<file path="config.mk">
export PLATFORM = sky130hd
export DESIGN_NAME = l1_dcache_ctrl_flat
export DESIGN_NICKNAME = d
export VERILOG_FILES = /design/src/rtl/l1_dcache_ctrl_if.sv /design/src/rtl/l1_dcache_ctrl.sv /design/src/flat_wrapper.sv
export SDC_FILE = /design/constraint.sdc
export NUM_CORES = 1
export LEC_CHECK = 0
export ABC_CLOCK_PERIOD_IN_PS = 14190
export CORE_MARGIN = 5
export CORE_UTILIZATION = 23
export CTS_CLUSTER_DIAMETER = 50
export CTS_CLUSTER_SIZE = 28
export DETAILED_ROUTE_END_ITERATION = 8
export GPL_ROUTABILITY_DRIVEN = 1
export PLACE_DENSITY_LB_ADDON = 0.15
export SLEW_MARGIN = 20
export SYNTH_ARGS = -nofsm -noshare
export SYNTH_HDL_FRONTEND = slang
export SYNTH_SLANG_ARGS = --single-unit
</file>
<file path="constraint.sdc">
create_clock -name clk -period 14.19 [get_ports clk]
set_input_delay 2.838 -clock clk [delete_from_list [all_inputs] [get_ports clk]]
set_output_delay 2.838 -clock clk [all_outputs]
set_load 0.02 [all_outputs]
</file>
<file path="src/rtl/l1_dcache_ctrl_if.sv">
// Core-side request/response and shared-memory handshake signals of one L1 data cache.
// The master side is the core plus memory; the slave side is the cache controller.
interface l1_dcache_ctrl_if #(
    parameter int ADDR_W = 9,
    parameter int DATA_W = 32
);
    logic              cpu_read;
    logic              cpu_write;
    logic [ADDR_W-1:0] cpu_addr;
    logic [DATA_W-1:0] cpu_wdata;
    logic [DATA_W-1:0] fetched_data;
    logic              stall_cpu;

    logic              mem_req;
    logic              mem_we;
    logic [ADDR_W-1:0] mem_addr;
    logic [DATA_W-1:0] mem_wdata;
    logic              mem_ready;
    logic [DATA_W-1:0] mem_rdata;

    modport master (
        output cpu_read, cpu_write, cpu_addr, cpu_wdata, mem_ready, mem_rdata,
        input  fetched_data, stall_cpu, mem_req, mem_we, mem_addr, mem_wdata
    );

    modport slave (
        input  cpu_read, cpu_write, cpu_addr, cpu_wdata, mem_ready, mem_rdata,
        output fetched_data, stall_cpu, mem_req, mem_we, mem_addr, mem_wdata
    );
endinterface

</file>
<file path="src/rtl/l1_dcache_ctrl.sv">
// Direct-mapped, write-back, write-allocate L1 data cache controller, one word per line.
// Hits complete in IDLE without stalling; misses run WB (if dirty) then FILL over a req/ready port.
module l1_dcache_ctrl #(
    parameter int ADDR_W  = 9,
    parameter int DATA_W  = 32,
    parameter int INDEX_W = 4,
    parameter int CNT_W   = 16
) (
    input  logic             clk,
    input  logic             resetn,
    l1_dcache_ctrl_if.slave  bus,
    output logic [CNT_W-1:0] hit_count_o,
    output logic [CNT_W-1:0] miss_count_o
);
    localparam int TAG_W = ADDR_W - INDEX_W;
    localparam int LINES = 1 << INDEX_W;

    typedef enum logic [1:0] {
        S_IDLE = 2'd0,
        S_WB   = 2'd1,
        S_FILL = 2'd2
    } state_t;

    state_t state_q, state_d;

    logic [LINES-1:0]  valid_q;
    logic [LINES-1:0]  dirty_q;
    logic [TAG_W-1:0]  tag_mem  [LINES];
    logic [DATA_W-1:0] data_mem [LINES];

    logic [DATA_W-1:0] fetched_q, fetched_d;
    logic              mem_req_q, mem_req_d;
    logic              mem_we_q, mem_we_d;
    logic [ADDR_W-1:0] mem_addr_q, mem_addr_d;
    logic [DATA_W-1:0] mem_wdata_q, mem_wdata_d;
    logic [CNT_W-1:0]  hit_cnt_q, hit_cnt_d;
    logic [CNT_W-1:0]  miss_cnt_q, miss_cnt_d;

    logic [INDEX_W-1:0] idx;
    logic [TAG_W-1:0]   tag;
    logic               req;
    logic               hit;
    logic               fill_we;
    logic               hit_we;

    assign idx = bus.cpu_addr[INDEX_W-1:0];
    assign tag = bus.cpu_addr[ADDR_W-1:INDEX_W];
    assign req = bus.cpu_read | bus.cpu_write;
    assign hit = valid_q[idx] & (tag_mem[idx] == tag);

    function automatic logic [CNT_W-1:0] sat_inc(input logic [CNT_W-1:0] v);
        return (v == {CNT_W{1'b1}}) ? v : v + CNT_W'(1);
    endfunction

    // Write wins when both request lines are set, so only cpu_write selects the write path.
    always_comb begin
        state_d     = state_q;
        fetched_d   = fetched_q;
        mem_req_d   = mem_req_q;
        mem_we_d    = mem_we_q;
        mem_addr_d  = mem_addr_q;
        mem_wdata_d = mem_wdata_q;
        hit_cnt_d   = hit_cnt_q;
        miss_cnt_d  = miss_cnt_q;
        fill_we     = 1'b0;
        hit_we      = 1'b0;
        case (state_q)
            S_IDLE: begin
                if (req) begin
                    if (hit) begin
                        hit_cnt_d = sat_inc(hit_cnt_q);
                        if (bus.cpu_write) begin
                            hit_we = 1'b1;
                        end else begin
                            fetched_d = data_mem[idx];
                        end
                    end else begin
                        miss_cnt_d = sat_inc(miss_cnt_q);
                        mem_req_d  = 1'b1;
                        if (valid_q[idx] && dirty_q[idx]) begin
                            state_d     = S_WB;
                            mem_we_d    = 1'b1;
                            mem_addr_d  = {tag_mem[idx], idx};
                            mem_wdata_d = data_mem[idx];
                        end else begin
                            state_d    = S_FILL;
                            mem_we_d   = 1'b0;
                            mem_addr_d = bus.cpu_addr;
                        end
                    end
                end
            end
            S_WB: begin
                if (bus.mem_ready) begin
                    state_d    = S_FILL;
                    mem_we_d   = 1'b0;
                    mem_addr_d = bus.cpu_addr;
                end
            end
            S_FILL: begin
                if (bus.mem_ready) begin
                    fill_we   = 1'b1;
                    mem_req_d = 1'b0;
                    state_d   = S_IDLE;
                end
            end
            default: begin
                state_d = S_IDLE;
            end
        endcase
    end

    always_ff @(posedge clk) begin
        if (!resetn) begin
            state_q     <= S_IDLE;
            fetched_q   <= '0;
            mem_req_q   <= 1'b0;
            mem_we_q    <= 1'b0;
            mem_addr_q  <= '0;
            mem_wdata_q <= '0;
            hit_cnt_q   <= '0;
            miss_cnt_q  <= '0;
        end else begin
            state_q     <= state_d;
            fetched_q   <= fetched_d;
            mem_req_q   <= mem_req_d;
            mem_we_q    <= mem_we_d;
            mem_addr_q  <= mem_addr_d;
            mem_wdata_q <= mem_wdata_d;
            hit_cnt_q   <= hit_cnt_d;
            miss_cnt_q  <= miss_cnt_d;
        end
    end

    // Tag/data storage is never cleared; only the valid bits make a line meaningful.
    always_ff @(posedge clk) begin
        if (resetn) begin
            if (fill_we) begin
                data_mem[idx] <= bus.mem_rdata;
                tag_mem[idx]  <= tag;
            end else if (hit_we) begin
                data_mem[idx] <= bus.cpu_wdata;
            end
        end
    end

    genvar gi;
    generate
        for (gi = 0; gi < LINES; gi++) begin : g_line
            always_ff @(posedge clk) begin
                if (!resetn) begin
                    valid_q[gi] <= 1'b0;
                    dirty_q[gi] <= 1'b0;
                end else if (idx == INDEX_W'(gi)) begin
                    if (fill_we) begin
                        valid_q[gi] <= 1'b1;
                        dirty_q[gi] <= 1'b0;
                    end else if (hit_we) begin
                        dirty_q[gi] <= 1'b1;
                    end
                end
            end
        end
    endgenerate

    assign bus.fetched_data = fetched_q;
    assign bus.stall_cpu    = resetn & ((state_q != S_IDLE) | (req & ~hit));
    assign bus.mem_req      = mem_req_q;
    assign bus.mem_we       = mem_we_q;
    assign bus.mem_addr     = mem_addr_q;
    assign bus.mem_wdata    = mem_wdata_q;
    assign hit_count_o      = hit_cnt_q;
    assign miss_count_o     = miss_cnt_q;
endmodule

</file>
<file path="src/flat_wrapper.sv">
// flat-port wrapper written by rule: the top's interface ports become plain ports
module l1_dcache_ctrl_flat 
#(
    parameter int ADDR_W  = 9,
    parameter int DATA_W  = 32,
    parameter int INDEX_W = 4,
    parameter int CNT_W   = 16
)
  (clk, resetn, hit_count_o, miss_count_o, bus_cpu_read, bus_cpu_write, bus_cpu_addr, bus_cpu_wdata, bus_mem_ready, bus_mem_rdata, bus_fetched_data, bus_stall_cpu, bus_mem_req, bus_mem_we, bus_mem_addr, bus_mem_wdata);
  l1_dcache_ctrl_if #(.ADDR_W(ADDR_W), .DATA_W(DATA_W)) bus_i ();
  input  logic clk;
  input  logic resetn;
  output logic [CNT_W-1:0] hit_count_o;
  output logic [CNT_W-1:0] miss_count_o;
  input wire logic [$bits(bus_i.cpu_read)-1:0] bus_cpu_read;
  input wire logic [$bits(bus_i.cpu_write)-1:0] bus_cpu_write;
  input wire logic [$bits(bus_i.cpu_addr)-1:0] bus_cpu_addr;
  input wire logic [$bits(bus_i.cpu_wdata)-1:0] bus_cpu_wdata;
  input wire logic [$bits(bus_i.mem_ready)-1:0] bus_mem_ready;
  input wire logic [$bits(bus_i.mem_rdata)-1:0] bus_mem_rdata;
  output wire logic [$bits(bus_i.fetched_data)-1:0] bus_fetched_data;
  output wire logic [$bits(bus_i.stall_cpu)-1:0] bus_stall_cpu;
  output wire logic [$bits(bus_i.mem_req)-1:0] bus_mem_req;
  output wire logic [$bits(bus_i.mem_we)-1:0] bus_mem_we;
  output wire logic [$bits(bus_i.mem_addr)-1:0] bus_mem_addr;
  output wire logic [$bits(bus_i.mem_wdata)-1:0] bus_mem_wdata;
  assign bus_i.cpu_read = bus_cpu_read;
  assign bus_i.cpu_write = bus_cpu_write;
  assign bus_i.cpu_addr = bus_cpu_addr;
  assign bus_i.cpu_wdata = bus_cpu_wdata;
  assign bus_i.mem_ready = bus_mem_ready;
  assign bus_i.mem_rdata = bus_mem_rdata;
  assign bus_fetched_data = bus_i.fetched_data;
  assign bus_stall_cpu = bus_i.stall_cpu;
  assign bus_mem_req = bus_i.mem_req;
  assign bus_mem_we = bus_i.mem_we;
  assign bus_mem_addr = bus_i.mem_addr;
  assign bus_mem_wdata = bus_i.mem_wdata;
  l1_dcache_ctrl #(.ADDR_W(ADDR_W), .DATA_W(DATA_W), .INDEX_W(INDEX_W), .CNT_W(CNT_W)) u_core (.clk(clk), .resetn(resetn), .bus(bus_i), .hit_count_o(hit_count_o), .miss_count_o(miss_count_o));
endmodule
</file>
### Yosys cells after proc, flatten, opt, wreduce, memory -nomap -nowiden

Memories as Yosys holds them, arrays and structs flattened.
Index checks and enable logic that the tools add are counted.

* reductions and logical operators: 46
* order comparisons: 1
* bitwise logic cells: 10
* equality and inequality tests: 24
* add/subtract/negate cells: 2
* mux-type cells: 39

Operators with widths (count)
* AND reduction 2 bit: 32
* two-way mux 9 bit: 4
* adder 16 x 1 -> 16 bit (second input constant): 2
* equality test 16 bit (second input constant): 2
* equality test 4 bit (second input constant): 8
* two-way mux 32 bit: 1
* AND reduction 4 bit: 7
* two-way mux 1 bit: 23
* one-hot mux 9 bit (2 select lines): 1
* equality test 4 x 3 -> 1 bit (second input constant): 4
* two-way mux 2 bit: 5
* binary-select mux 1 bit (select 4 bit): 2
* equality test 4 x 2 -> 1 bit (second input constant): 2
* nonzero test 2 bit: 4
* != test 2 bit (second input constant): 3
* one-hot mux 2 bit (3 select lines): 1
* equality test 5 bit: 1
* less-than comparator 4 x 5 -> 1 bit (second input constant): 1
* equality test 4 x 1 -> 1 bit (second input constant): 1
* logical NOT 4 bit: 1
* NOT 1 bit: 4
* one-hot mux 1 bit (2 select lines): 2
* AND 1 bit: 3
* bitwise OR 1 bit: 3
* other kinds (5): 5

* input bits: 78
* output and inout bits: 108
* register bits: 141
* memory bits (writable): 592
* memories kept: 2
* logic and storage cells: 164

Memories
* u_core.data_mem: depth 16, bits a word 32, read ports 1, clocked after Yosys merged registers in 0, write ports 1, line l1_dcache_ctrl.sv:29 `logic [DATA_W-1:0] data_mem [LINES];`
* u_core.tag_mem: depth 16, bits a word 5, read ports 1, clocked after Yosys merged registers in 0, write ports 1, line l1_dcache_ctrl.sv:28 `logic [TAG_W-1:0] tag_mem [LINES];`

### Depth between registers and ports, before layout

Gate-level depths: netlist of run 1.

* word-level depth: 11
* gate-level depth with buffers: 14
* mapped depth without buffers: 8

### Least setup slack after synthesis of run 1

Ideal clock, no wire load.

* path type: in2out
* start: input bus_cpu_addr[2]
* end: output bus_stall_cpu
* slack: 6.122 ns
* buffers on the path: 4
* data arrival time: 5.230 ns
* stages on the path: 12
* data required time: 11.352 ns
* cells stage by stage: buf_6 mux4_2 and3_1 nor4_1 nand3_1 nand4_1 buf_2 nor2_1 clkbuf_1 buf_2 o21a_1 nor2_1

* longest elaborated chain between the ends: 7
* elaborated cells between the ends (all ways): 9
* those cells by class: eq/ne: 1; mux: 2; bitwise: 5; memory: 1

RTL lines
* start, declared: line flat_wrapper.sv:17 `input wire logic [$bits(bus_i.cpu_addr)-1:0] bus_cpu_addr;`
* memory (16 x 5 bit) / binary-select mux 1 bit (select 4 bit) (equally long branches)
* equality test 5 bit / two-way mux 1 bit (equally long branches): line l1_dcache_ctrl.sv:49 `assign hit = valid_q[idx] & (tag_mem[idx] == tag);`
* AND 1 bit (*): line l1_dcache_ctrl.sv:49
* NOT 1 bit (no line) (*)
* AND 1 bit (*): line l1_dcache_ctrl.sv:167 `assign bus.stall_cpu = resetn & ((state_q != S_IDLE) | (req & ~hit));`
* bitwise OR 1 bit (*): line l1_dcache_ctrl.sv:167
* AND 1 bit (*): line l1_dcache_ctrl.sv:167
* end, declared: line flat_wrapper.sv:22 `output wire logic [$bits(bus_i.stall_cpu)-1:0] bus_stall_cpu;`

Every way passes the cells marked *; elsewhere a longest branch is shown, timed or not. The select of a mux whose other input is x is not followed.

### Worst setup path in the final report of run 1

* start: input bus_cpu_addr[0]
* end: output bus_stall_cpu

Same word-level chain as after synthesis.

==> impl_metrics.csv, run 1 <==
group,metric,value,unit
layout,final_common_cell,"edfxtp_1",
global_routing,track_usage,0.122,
clocking,worst_skew_pair.late_latency,670,ps
power,p_clk_frac,0.502,
critical_path,startpoint_type,"input pin",
power,switching_share,0.230,
power,p_sw,1180,uW
logic_synthesis,synth_xor_area_frac,0.00303,
logic_synthesis,syn_avg_cell_area,18.1,um2
critical_path,critical_path_class,"input pin to primary output",
sta,skew,35.2,ps
clocking,cts_setup_buffers,0,
power,leakage,0.0116,uW
critical_path,worstPathArrival,6890,ps
sta,worstMarginPinSlew,1010,ps
sta,hold_violations,0,
sta,period_needed,9730,ps
power,comb_power_share,0.045,
logic_synthesis,seq_area_frac_synth,0.713,
outcome,status,"complete, no violations",
clocking,cts_tree,"built",
routing,drt_first_pass_iters,5,
logic_synthesis,yosys_warnings,0,
logic_synthesis,yosys_most_used_dff,"edfxtp_1",
critical_path,rr_worst_depth,10,
logic_synthesis,netlist.area_leader.share,0.615,
clocking,h-tree-depth,3,
layout,nFillCells,12400,
routing,wl,82.0,mm
power,power_frac_seq,0.453,
routing,drc_errors,0,
global_routing,antenna_found_initial,2,
routing,drt-initial-drc-count,1026,
logic_synthesis,synthCells,1597,
layout,area_delta_synth_final,25.6,%
logic_synthesis,yosys.cell_types.count,53,
sta,setup-tns-final,0,ps
logic_synthesis,synth_area_leaders,"edfxtp_1 61%, mux4_2 14%, dfxtp_1 9.8%",
layout,final_cell_mix,"592 x edfxtp_1, 184 x mux4_2, 180 x clkdlybuf4s50_1",
clocking,clkSlewWorstSetupHoldPaths,60,ps
global_routing,grt_start_max_net_pins,79,
logic_synthesis,synth_top_family_by_area,"multiplexers",
sta,slew-limit-headroom,0.326,
clocking,cts_root_buf,"clkbuf_16",
critical_path,path_max_fanout,74,
sta,drv_slew,0,
power,powerDensity,142,nW/um2
placement,place.gp.congestion,0.739,
layout,fin_area,36300,um2
hold_path,hold_class,"flip-flop to flip-flop",
floorplanning,core-area,125000,um2
logic_synthesis,synthMuxAreaShare,0.190,
layout,nets,1903,
logic_synthesis,synthSimpleGateAreaFrac,0.0515,
routing,vias_per_cell,4.39,
global_routing,grt_pass1_vias,16700,
clocking,hold_buffers,0,
logic_synthesis,synthAdderAreaFrac,0.000866,
logic_synthesis,async_flop_share,0,
logic_synthesis,yosysTopAreaCell,"edfxtp_1",
clocking,cts_buffers,101,
sta,fmax,103,MHz
logic_synthesis,synth_compound_area_frac,0.0264,
routing,wire_per_inst,23.0,um
logic_synthesis,synth_edf_count,592,
logic_synthesis,synthesis.area,28900,um2
floorplanning,pin_count,186,
power,p_int,3970,uW
clocking,cts.repair.resized,0,
power,ir_drop,0.0823,mV
job,maxCapViolCount,0,
sta,rsz0062_at_grt,"false",
floorplanning,die_y,365,um
hold_path,holdPathStages,1,
layout,final_core_util,0.290,
floorplanning,die_x,365,um
layout,instances_no_fill,3560,
global_routing,grt_pass1_wl,118,mm
floorplanning,initial_core_util,0.231,
logic_synthesis,synth_seq_cells,733,
floorplanning,die_area,133000,um2
sta,setup_violations,0,
critical_path,critPathRequiredTime,11350,ps
routing,vias,15600,
sta,period_share,0.686,
global_routing,grt-ovfl-total,0,
routing,ant_nets,0,
clocking,cts_buffer_depth,3,
layout,drive_gt1_frac,0.245,
clocking,cts.sinks,733,
placement,port-buffer-count,185,
placement,dpl.hpwl,45.9,mm
floorplanning,row_count,130,
placement,dp_cells,3370,
critical_path,end_kind,"primary output",
placement,placed_area,32800,um2
logic_synthesis,synth_fp_nets,1677,
[layer usage]
metal	wire (um)	up-vias	global-route usage
li1	-	6892	-
met1	37100	8244	0.164
met2	39700	365	0.204
met3	3560	112	0.0228
met4	1640	0	0.0326
met5	0	-	0
[critical path, stage by stage]
cell	delay, ps
buf_8	590
buf_4	790
mux4_2	600
a22oi_1	270
nand2_1	160
nand4_1	450
nor2_1	110
o21a_1	210
nor2_1	120
clkdlybuf4s50_1	620
[metrics by stage]
step                      worst slack (ps)  power [uW]  hold WS, ps
after floorplan                       6120        2520          421
after global placement                4330        2620          433
after detailed placement              4360        2620          437
after CTS                             4360        5240          451
after global routing                  4100        5350          466
final                                 4460        5150          451
[flip-flops by register name, summed over array words and instances (netlist names)]
| register | cells |
|---|---|
| u_core.bus.mem_req | 1 |
| u_core.dirty_q | 16 |
| u_core.bus.mem_addr | 9 |
| u_core.hit_count_o | 16 |
| u_core.state_q | 2 |
| u_core.bus.mem_wdata | 32 |
| u_core.data_mem | 512 |
| u_core.tag_mem | 80 |
| u_core.bus.fetched_data | 32 |
| u_core.bus.mem_we | 1 |
| u_core.miss_count_o | 16 |
| u_core.valid_q | 16 |
[cells by family (layout without fill, tap and decap cells)]
group	after synthesis	after routing
multiplexers	314	314
other	0	1
adder cells (fa/ha/maj)	2	2
AO/OA/AOI/OAI	98	98
buffers and inverters	108	420
AND/OR/NAND/NOR	332	332
flip-flops	733	733
XOR/XNOR	10	10
[cell usage after synthesis, types with 14 or more instances]
master    number
nand2_1      153
mux2_2        34
edfxtp_1     592
clkbuf_1      60
nand2b_1      14
mux4_2       184
nand3_1       23
mux2i_1       93
nor2_1        69
dfxtp_1      141
o221a_2       16
nor3_1        26
buf_2         22
[final timing paths]
path                                        start                         endpoint  slack, ps
hold / removal    u_core.valid_q[14]$_SDFFE_PN0P_  u_core.valid_q[14]$_SDFFE_PN0P_        450
setup / recovery                  bus_cpu_addr[0]                    bus_stall_cpu       4460
hold reg to reg   u_core.valid_q[14]$_SDFFE_PN0P_  u_core.valid_q[14]$_SDFFE_PN0P_        450
setup reg to reg  u_core.tag_mem[11][0]$_DFFE_PP_  u_core.data_mem[3][7]$_DFFE_PP_       9820
[power by group through the flow]
stage	combinational, uW	clock, uW	sequential, uW
after floorplan	136	0	2380
after global placement	235	0	2380
after detailed placement	238	0	2380
after CTS	239	2660	2340
after global routing	252	2760	2340
final	231	2590	2340
[layout make-up]
cell class / count / area (um2) / area share
diodes: 1 / 2.50 / 0.0000689
clock buffers: 112 / 2590 / 0.0713
clock inverters: 77 / 900 / 0.0248
inverters: 10 / 37.5 / 0.00103
multi-input cells: 756 / 7980 / 0.220
flip-flops and latches: 733 / 20600 / 0.567
well taps: 1650 / 2060 / 0.0569
repair buffers: 221 / 2130 / 0.0586
Power figures use the tool's default switching activity.
==> inputs of run 2 (changes only) <==
ABC_CLOCK_PERIOD_IN_PS = 8670   (was 14190)
clock period = 8.67 ns   (was 14.19 ns; I/O delays follow)
==> run 2 against run 1 <==
Compared with the run above:
- non-clock buffer count up 15
- total power up 61%
- hold slack worse by 4.9 ps
- register-to-register slack worse by 5100 ps
- die area unchanged
- clock skew down 9.7 ps
- critical path type unchanged
- critical endpoint unchanged
==> impl_metrics.csv, run 2 (synthesis gave the netlist of run 1 again) <==
group,metric,value,unit
outcome,status,"complete, no violations",
critical_path,critPathRequiredTime,6940,ps
placement,port-buffer-count,185,
sta,period_share,0.783,
critical_path,crit_buf_inv,4,
critical_path,critical_path_class,"input pin to primary output",
hold_path,hold_class,"flip-flop to flip-flop",
routing,wire_per_inst,22.7,um
clocking,h-tree-depth,3,
sta,slew-limit-headroom,0.270,
floorplanning,die_area,133000,um2
clocking,cts.repair.resized,0,
sta,fmax,147,MHz
sta,period_needed,6790,ps
clocking,cts_setup_buffers,0,
layout,largest_register,"u_core.data_mem",
hold_path,min_to,"u_core.valid_q[10]$_SDFFE_PN0P_",
critical_path,worstPathArrival,5060,ps
global_routing,track_usage,0.122,
clocking,hold_buffers,0,
critical_path,path_max_fanout,33,
critical_path,crit_family,"buffers and inverters",
critical_path,cp_slowest_cell,"clkdlybuf4s50_1",
layout,drive_gt1_frac,0.253,
floorplanning,die_x,365,um
sta,hold_violations,0,
floorplanning,die_y,365,um
critical_path,end_kind,"primary output",
sta,drv_slew,0,
critical_path,rr_worst_depth,11,
global_routing,grt_pass1_vias,16700,
power,powerDensity,228,nW/um2
layout,largest_reg_flops,512,
clocking,cts_root_buf,"clkbuf_16",
clocking,worst_skew_pair.late_latency,660,ps
global_routing,grt_pass1_wl,118,mm
routing,vias_per_cell,4.36,
layout,nets,1917,
routing,drc_errors,0,
hold_path,hold_start,"u_core.valid_q[10]$_SDFFE_PN0P_",
critical_path,reg2reg_slack,4740,ps
critical_path,r2r_end,"u_core.data_mem[0][8]$_DFFE_PP_",
routing,ant_nets,0,
critical_path,crit_path_max_incr_delay,640,ps
critical_path,cp_cell_sequence,"buf_4 -> buf_4 -> mux4_2 -> a22oi_1 -> nand3_1 -> xnor2_1 -> nand4_1 -> buf_4 -> nor2_1 -> o21a_1 -> nor2_1 -> clkdlybuf4s50_1",
layout,final_cell_mix,"592 x edfxtp_1, 184 x mux4_2, 180 x clkdlybuf4s50_1",
placement,dp_slack,1800,ps
floorplanning,core-area,125000,um2
sta,rsz0062_at_grt,"false",
clocking,clkSlewWorstSetupHoldPaths,50,ps
power,ir_drop,0.150,mV
placement,dpl.hpwl,49.4,mm
critical_path,startpoint_type,"input pin",
layout,reg.largest.list,"u_core.data_mem x512, u_core.tag_mem x80",
floorplanning,row_count,130,
global_routing,grt-ovfl-total,0,
sta,setup-tns-final,0,ps
clocking,cts_buffer_depth,3,
floorplanning,initial_core_util,0.231,
clocking,cts.sinks,733,
clocking,cts_buffers,100,
sta,worstMarginPinSlew,1090,ps
global_routing,antenna_found_initial,1,
floorplanning,pin_count,186,
critical_path,r2r-start,"u_core.tag_mem[14][3]$_DFFE_PP_",
layout,n_antenna_cell,0,
layout,final_common_cell,"edfxtp_1",
routing,drt_first_pass_iters,5,
critical_path,crit_top_cell,"buf_4",
routing,drt-initial-drc-count,940,
clocking,cts_tree,"built",
placement,place.gp.congestion,0.720,
routing,vias,15600,
global_routing,grt_start_max_net_pins,90,
power,leakage,0.0117,uW
sta,setup_violations,0,
routing,wl,81.1,mm
job,maxCapViolCount,0,
hold_path,holdPathStages,1,
layout,area_delta_synth_final,25.8,%
sta,setup_ws,1880,ps
sta,skew,25.5,ps
==> run 2: final cells by class <==
class	instances	area, um2
fill	12400	88900
sequential	733	20600
multi-input combinational	756	7980
clock buffer	110	2610
timing repair buffer	236	2310
tap	1650	2060
clock inverter	78	753
inverter	10	37.5
==> run 2: worst max-delay path by stage <==
stage	cells past startpoint	startpoint	slack (ps)	to
after floorplan	12	bus_cpu_addr[2]	2810	bus_stall_cpu
after global placement	12	bus_cpu_addr[2]	1760	bus_stall_cpu
after detailed placement	12	bus_cpu_addr[2]	1800	bus_stall_cpu
after CTS	12	bus_cpu_addr[2]	1790	bus_stall_cpu
after global routing	12	bus_cpu_addr[2]	1570	bus_stall_cpu
final	12	bus_cpu_addr[2]	1880	bus_stall_cpu
==> run 2: per-stage QoR <==
stage | power [uW] | instances | area [um2] | util | hold slack, ps
floorplan | 4120 | 1597 | 28900 | - | 421
global placement | 4290 | 3382 | 32900 | 0.263 | 433
detailed placement | 4290 | 3383 | 32900 | 0.263 | 436
CTS | 8430 | 3571 | 36300 | 0.290 | 448
global route | 8600 | 3573 | 36400 | 0.290 | 468
finish | 8280 | 3573 | 36400 | 0.290 | 446
==> run 2: worst register-to-register path, stage by stage (launching register included) <==
cell and delay, ps:
edfxtp_1 360, mux4_2 470, a22oi_1 230, nand3_1 150
xnor2_1 190, o21ai_1 110, buf_4 190, o31ai_1 260
nand2_1 90, buf_4 290, nor2_4 900, buf_4 380
==> run 2: routing by layer <==
layer	global-route usage	wire, um
met5	0	9
met4	0.0305	1620
met3	0.0241	3370
met2	0.207	39900
met1	0.160	36200
==> run 2: power breakdown <==
part | total, uW | internal, uW | switching [uW]
Combinational | 385 | 161 | 224
Clock | 4080 | 2390 | 1690
Sequential | 3820 | 3810 | 9.26
